==> config.mk <==
export PLATFORM = sky130hd
export DESIGN_NAME = countdown_sequencer
export DESIGN_NICKNAME = d
export VERILOG_FILES = /design/src/rtl/countdown_sequencer.sv
export SDC_FILE = /design/constraint.sdc
export NUM_CORES = 1
export LEC_CHECK = 0
export BUFFER_PORTS_ARGS = -buffer_cell sky130_fd_sc_hd__buf_2
export CORE_ASPECT_RATIO = 0.8
export CORE_MARGIN = 3
export CORE_UTILIZATION = 30
export DETAILED_ROUTE_END_ITERATION = 16
export PLACE_DENSITY = 0.45
export SLEW_MARGIN = 25
export SYNTH_ARGS = -nofsm -noshare
export SYNTH_HDL_FRONTEND = slang
export SYNTH_SLANG_ARGS = --single-unit
==> constraint.sdc <==
create_clock -name clk_100MHz -period 3.21 [get_ports clk_100MHz]
set_clock_uncertainty 0.1 [all_clocks]
set_input_delay 0 -clock clk_100MHz [delete_from_list [all_inputs] [get_ports clk_100MHz]]
set_output_delay 0 -clock clk_100MHz [all_outputs]
set_load 0.005 [all_outputs]
==> src/rtl/countdown_sequencer.sv <==
// MM:SS countdown sequencer: button sync/edge detect, 1 s time-base, BCD digit registers.
// Optional expired/paused display flash is enabled by defining COUNTDOWN_BLINK_EN.
module countdown_sequencer #(
  parameter int TICK_DIV = 100000000
) (
  input  logic       clk_100MHz,
  input  logic       reset,
  input  logic       start,
  input  logic       pause,
  input  logic       clear,
  input  logic [1:0] start_minutes,
  output logic [3:0] minutes,
  output logic [3:0] tens_seconds,
  output logic [3:0] ones_seconds,
  output logic       running,
  output logic       expired,
  output logic       tick,
  output logic       blank
);

  localparam int DW = (TICK_DIV > 2) ? $clog2(TICK_DIV) : 1;
  localparam logic [DW-1:0] DIV_MAX = DW'(TICK_DIV - 1);

  typedef enum logic [1:0] {S_IDLE, S_RUN, S_PAUSE, S_EXPIRED} state_t;

  state_t          state, state_n;
  logic [2:0]      btn_s1, btn_s2, btn_s2_d, btn_ev;
  logic            start_ev, pause_ev, clear_ev;
  logic [DW-1:0]   div;
  logic            tick_now, dec, at_one, at_zero;
  logic [3:0]      min_n, tens_n, ones_n;

  // Bit order {clear, pause, start}; edge pulse is registered so it lands 3 cycles after the press.
  always_ff @(posedge clk_100MHz or negedge reset) begin
    if (!reset) begin
      btn_s1   <= '0;
      btn_s2   <= '0;
      btn_s2_d <= '0;
      btn_ev   <= '0;
    end else begin
      btn_s1   <= {clear, pause, start};
      btn_s2   <= btn_s1;
      btn_s2_d <= btn_s2;
      btn_ev   <= btn_s2 & ~btn_s2_d;
    end
  end

  assign start_ev = btn_ev[0];
  assign pause_ev = btn_ev[1];
  assign clear_ev = btn_ev[2];

  assign tick_now = (state == S_RUN) && (div == DIV_MAX);
  assign at_one   = (minutes == 4'd0) && (tens_seconds == 4'd0) && (ones_seconds == 4'd1);
  assign at_zero  = (minutes == 4'd0) && (tens_seconds == 4'd0) && (ones_seconds == 4'd0);

  always_comb begin
    state_n = state;
    dec     = 1'b0;
    case (state)
      S_IDLE:    if (start_ev && (start_minutes != 2'd0)) state_n = S_RUN;
      S_RUN: begin
        if (clear_ev) state_n = S_IDLE;
        else begin
          dec = tick_now && !at_zero;
          if (tick_now && at_one) state_n = S_EXPIRED;
          else if (pause_ev)      state_n = S_PAUSE;
        end
      end
      S_PAUSE: begin
        if (clear_ev)                 state_n = S_IDLE;
        else if (pause_ev || start_ev) state_n = S_RUN;
      end
      S_EXPIRED: if (clear_ev || start_ev) state_n = S_IDLE;
      default:   state_n = S_IDLE;
    endcase
  end

  // BCD borrow chain: ones 0->9, tens 0->5, minutes take the final borrow.
  always_comb begin
    min_n  = minutes;
    tens_n = tens_seconds;
    ones_n = ones_seconds;
    if (ones_seconds != 4'd0) ones_n = ones_seconds - 4'd1;
    else begin
      ones_n = 4'd9;
      if (tens_seconds != 4'd0) tens_n = tens_seconds - 4'd1;
      else begin
        tens_n = 4'd5;
        min_n  = minutes - 4'd1;
      end
    end
  end

  always_ff @(posedge clk_100MHz or negedge reset) begin
    if (!reset) begin
      state        <= S_IDLE;
      div          <= '0;
      tick         <= 1'b0;
      running      <= 1'b0;
      expired      <= 1'b0;
      minutes      <= '0;
      tens_seconds <= '0;
      ones_seconds <= '0;
    end else begin
      state   <= state_n;
      running <= (state_n == S_RUN);
      expired <= (state_n == S_EXPIRED);
      tick    <= tick_now && !clear_ev;
      if (state == S_RUN)        div <= (div == DIV_MAX) ? '0 : div + 1'b1;
      else if (state != S_PAUSE) div <= '0;
      if (state == S_IDLE) begin
        minutes      <= {2'b00, start_minutes};
        tens_seconds <= '0;
        ones_seconds <= '0;
      end else if (dec) begin
        minutes      <= min_n;
        tens_seconds <= tens_n;
        ones_seconds <= ones_n;
      end
    end
  end

`ifdef COUNTDOWN_BLINK_EN
  localparam int HALF = TICK_DIV / 2;
  localparam int HW   = (HALF > 1) ? $clog2(HALF) : 1;
  localparam logic [HW-1:0] HALF_MAX = HW'(HALF - 1);

  logic [HW-1:0] hdiv;
  logic          blink_st;

  assign blink_st = (state_n == S_EXPIRED) || (state_n == S_PAUSE);

  // Flash restarts lit on every entry into EXPIRED/PAUSE and is dark everywhere else.
  always_ff @(posedge clk_100MHz or negedge reset) begin
    if (!reset) begin
      hdiv  <= '0;
      blank <= 1'b0;
    end else if (!blink_st) begin
      hdiv  <= '0;
      blank <= 1'b0;
    end else if (state_n != state) begin
      hdiv  <= '0;
      blank <= 1'b1;
    end else if (hdiv == HALF_MAX) begin
      hdiv  <= '0;
      blank <= ~blank;
    end else begin
      hdiv  <= hdiv + 1'b1;
    end
  end
`else
  assign blank = 1'b0;
`endif

endmodule

==> results.md <==
- Clock sink count: 56
- Maximum fanout along the worst path: 7
- Worst slew pin tran: ~690 ps
- Placement Setup Slack: just over 700 ps
- Hold Path Class: in2async
- XOR/XNOR Fraction of Synth Area: 0.0441
- Syn_nets: between 300 and 400
- First-pass GRT wire length: around 12000 um
- CP required: between 3000 and 4000 ps
- Register area share after synthesis: 0.470
- Crit end category: register
- TritonCTS clock tree: done
- Final setup TNS: 0 ps
- Register bit count reported by yosys: 56
- Tot GR Track Use: 0.135
- Final Hold Viols: 0
- Row count: 31
- H-tree depth: 2
- GRT Residual Overflow: 0
- Filler cell count: 940
- Slew HR: 0.539
- CTS max path bufs: 2
- Top_reg_cell synth: dfrtp_1
- Avg Vias per Cell: about 5.1
- Routed vias: roughly 2300
- Internal power: roughly 1200 uW
- Initial drt markers: 136
- Endpoints failing setup: 0
- Synth top area share: 0.470
- Total Power: 1940 uW
- Sequential Power Share: 0.413
- Antenna-violating nets left: 0
- MaxCap Viol Count: 0
- Simple logic cell fraction of the synthesized area: 0.249
- Cell taking the most area after synthesis: dfrtp_1
- Final Instance Count excl. Fillers: between 400 and 500
- Fin crit period: between 2000 and 3000 ps
- Worst IR Drop VDD: about 0.00024 V
- Vias in the first global route: around 2300
- Delay-heaviest family, CP: simple AND/OR/NAND/NOR gates
- Fin nets: 335
- Slowest stage cell, crit path: nor3b_1
- Crit-path cells: inv_1 > ha_1 > nor3b_1 > nand4_1 > nor4_4 > nor3_1 > a221o_1
- Avg Inst Size Synth: about 10 um^2
- CP Launch Type: register
- Die width: 117 um
- Synthesized-area fraction occupied by adder cells: 0.0252
- Multiplexer share of the synthesized area: 0.0139
- Post-CTS Setup Bufs: 0
- Yosys cell types: 63
- Clock-pin slew on the worst setup and hold paths: 80 ps
- Die area: ~11000 um^2
- Pins Over Slew Limit: 0
- Multi-input gate area: 1470 um^2
- Post-synthesis compound-gate area fraction: 0.160
- Largest family of logic cells by synthesized area: simple AND/OR/NAND/NOR gates
- Routed WL: slightly above 7000 um
- Status: finished clean
- Post-Syn Area: 2980 um^2
- Setup Crit Path Kind: reg2reg
- Worst setup margin: about 690 ps
- Gpl congestion: just under 0.8
- Crit Reg-Reg Startpoint: ones_seconds[0]
- TritonRoute pass-1 iters: 4
- Commonest cells post-synth: dfrtp_1 (56), nand2_1 (37), nor2_1 (19)
- Synth Instances: 294
- Clock power share: 0.294
- Switching share of power: 0.357
- CP startpoint: ones_seconds[0]
- Hpwl dp: approximately 5000 um
- Part of the cycle the worst path needs: 0.784
- ANT cells: 0
- Fmax: a little under 400 MHz
- Layout cells sized above 1: 0.176
- Synth Warn #: 0
- Largest net degree at the start of global routing: 43
- Initial cell density of the core: 0.319
- Area Growth Syn to Fin: 15.9%
- CTS root buf: clkbuf_16
- RSZ-0062 raised after global routing: no
- Top post-synthesis cells by area: dfrtp_1 (47%), nand2_1 (4.7%), xnor2_1 (2.9%), nor4_4 (2.9%), a31oi_1 (2.7%)
- Residual DRC: 0
- DIE HEIGHT: around 95 um
- I/O Buffers: 21
- Inst Count DP: approximately 440
- Seq. cell area: around 1400 um^2
- CTS Buf Count: 5
- Initial antenna violation count: 0
- I/O pins: 23
- EDFF count, synth: 0
- Worst endpoint data arrival time: 2600 ps
- DR WL/cell: about 16 um
- Core Area: roughly 9300 um^2
- Most frequent cell after synthesis: dfrtp_1
- PwrDens: about 560 nW/um^2
- Combinational share of power: 0.293
- Clock Latency Late Sink: around 300 ps
- Buf/Inv on CP: 1
- P_leak: approximately 0.0015 uW
- CP peak stage delay: roughly 580 ps
- Ys async rst share: 1.00
- P_sw: between 600 and 700 uW
## cell families after synthesis
family / after synthesis
XOR/XNOR: 15
multiplexers: 4
flip-flops: 56
adder cells (fa/ha/maj): 6
AO/OA/AOI/OAI: 67
buffers and inverters: 24
other: 1
AND/OR/NAND/NOR: 121
## registers in the layout, summed over array words and instances, names as in the netlist
register,flops
div,27
minutes,4
ones_seconds,4
tens_seconds,4
btn_ev,3
btn_s1,3
btn_s2,3
btn_s2_d,3
state,2
expired,1
running,1
tick,1
## worst register-to-register path, stage by stage, from the launching register on
cell,delay (ps)
dfrtp_1,440
inv_1,100
ha_1,160
nor3b_1,580
nand4_1,250
nor4_4,400
nor3_1,90
a221o_1,270
## worst paths after layout
kind / to / cells past startpoint / slack (ps)
max reg2reg: minutes[1] / 7 / 690
max: minutes[1] / 7 / 690
min in group clk_100MHz: btn_s1[1] / 2 / 240
max in group asynchronous: div[12] / 3 / 2250
min: tens_seconds[3] / 2 / 130
min reg2reg: btn_s2[2] / 0 / 250
## layout make-up
cell class | count | area share
tap | 132 | 0.0478
timing repair buffer | 35 | 0.0659
inverter | 10 | 0.0109
clock inverter | 3 | 0.00761
sequential | 56 | 0.406
multi-input combinational | 214 | 0.426
clock buffer | 5 | 0.0362
## stage by stage
| step | hold slack, ps | utilization | area, um^2 |
|---|---|---|---|
| after global placement | 10.4 | 0.347 | 3240 |
| after CTS | 227 | 0.369 | 3450 |
| after global routing | 178 | 0.369 | 3450 |
| after detailed placement | 9.41 | 0.347 | 3240 |
| final | 129 | 0.369 | 3450 |
| after floorplan | -396 | - | 2980 |
## cell usage in the layout (no fill, tap or decap), drive strengths merged, types with 3 or more instances in the layout
cell and n:
o21ai 11, a32o 4, nor4 7, a31o 4, o22ai 5, nor2 19
clkbuf 5, nand3 10, or3 3, dlygate4sd3 6, xnor2 10, inv 11
nand2b 3, mux2i 3, and3 3, nand2 37, a31oi 13, nor4b 3
a211oi 3, nor3 7, a21oi 9, xor2 5, buf 29, and4 3
dfrtp 56, ha 6, nand4 13, nor2b 4
## power groups by stage
stage / logic (uW) / registers, uW / clock network, uW
5_1_grt: 645 / 811 / 628
6_report: 566 / 800 / 570
2_1_floorplan: 376 / 808 / 0
3_5_place_dp: 562 / 815 / 0
3_3_place_gp: 564 / 812 / 0
4_1_cts: 570 / 800 / 591
## layer usage
layer / vias up / track usage / routed length, um
li1: 1141 / - / -
met1: 1135 / 0.203 / 3770
met2: 53 / 0.197 / 2910
met3: 5 / 0.0273 / 351
met4: 0 / 0.0342 / 41
met5: - / 0 / 0
## repair_timing
item,CTS,global route
gates resized for setup,0,0
endpoints found under the hold margin,46,0
hold buffers,6,0
No activity file was read; power rests on OpenSTA's default activity.
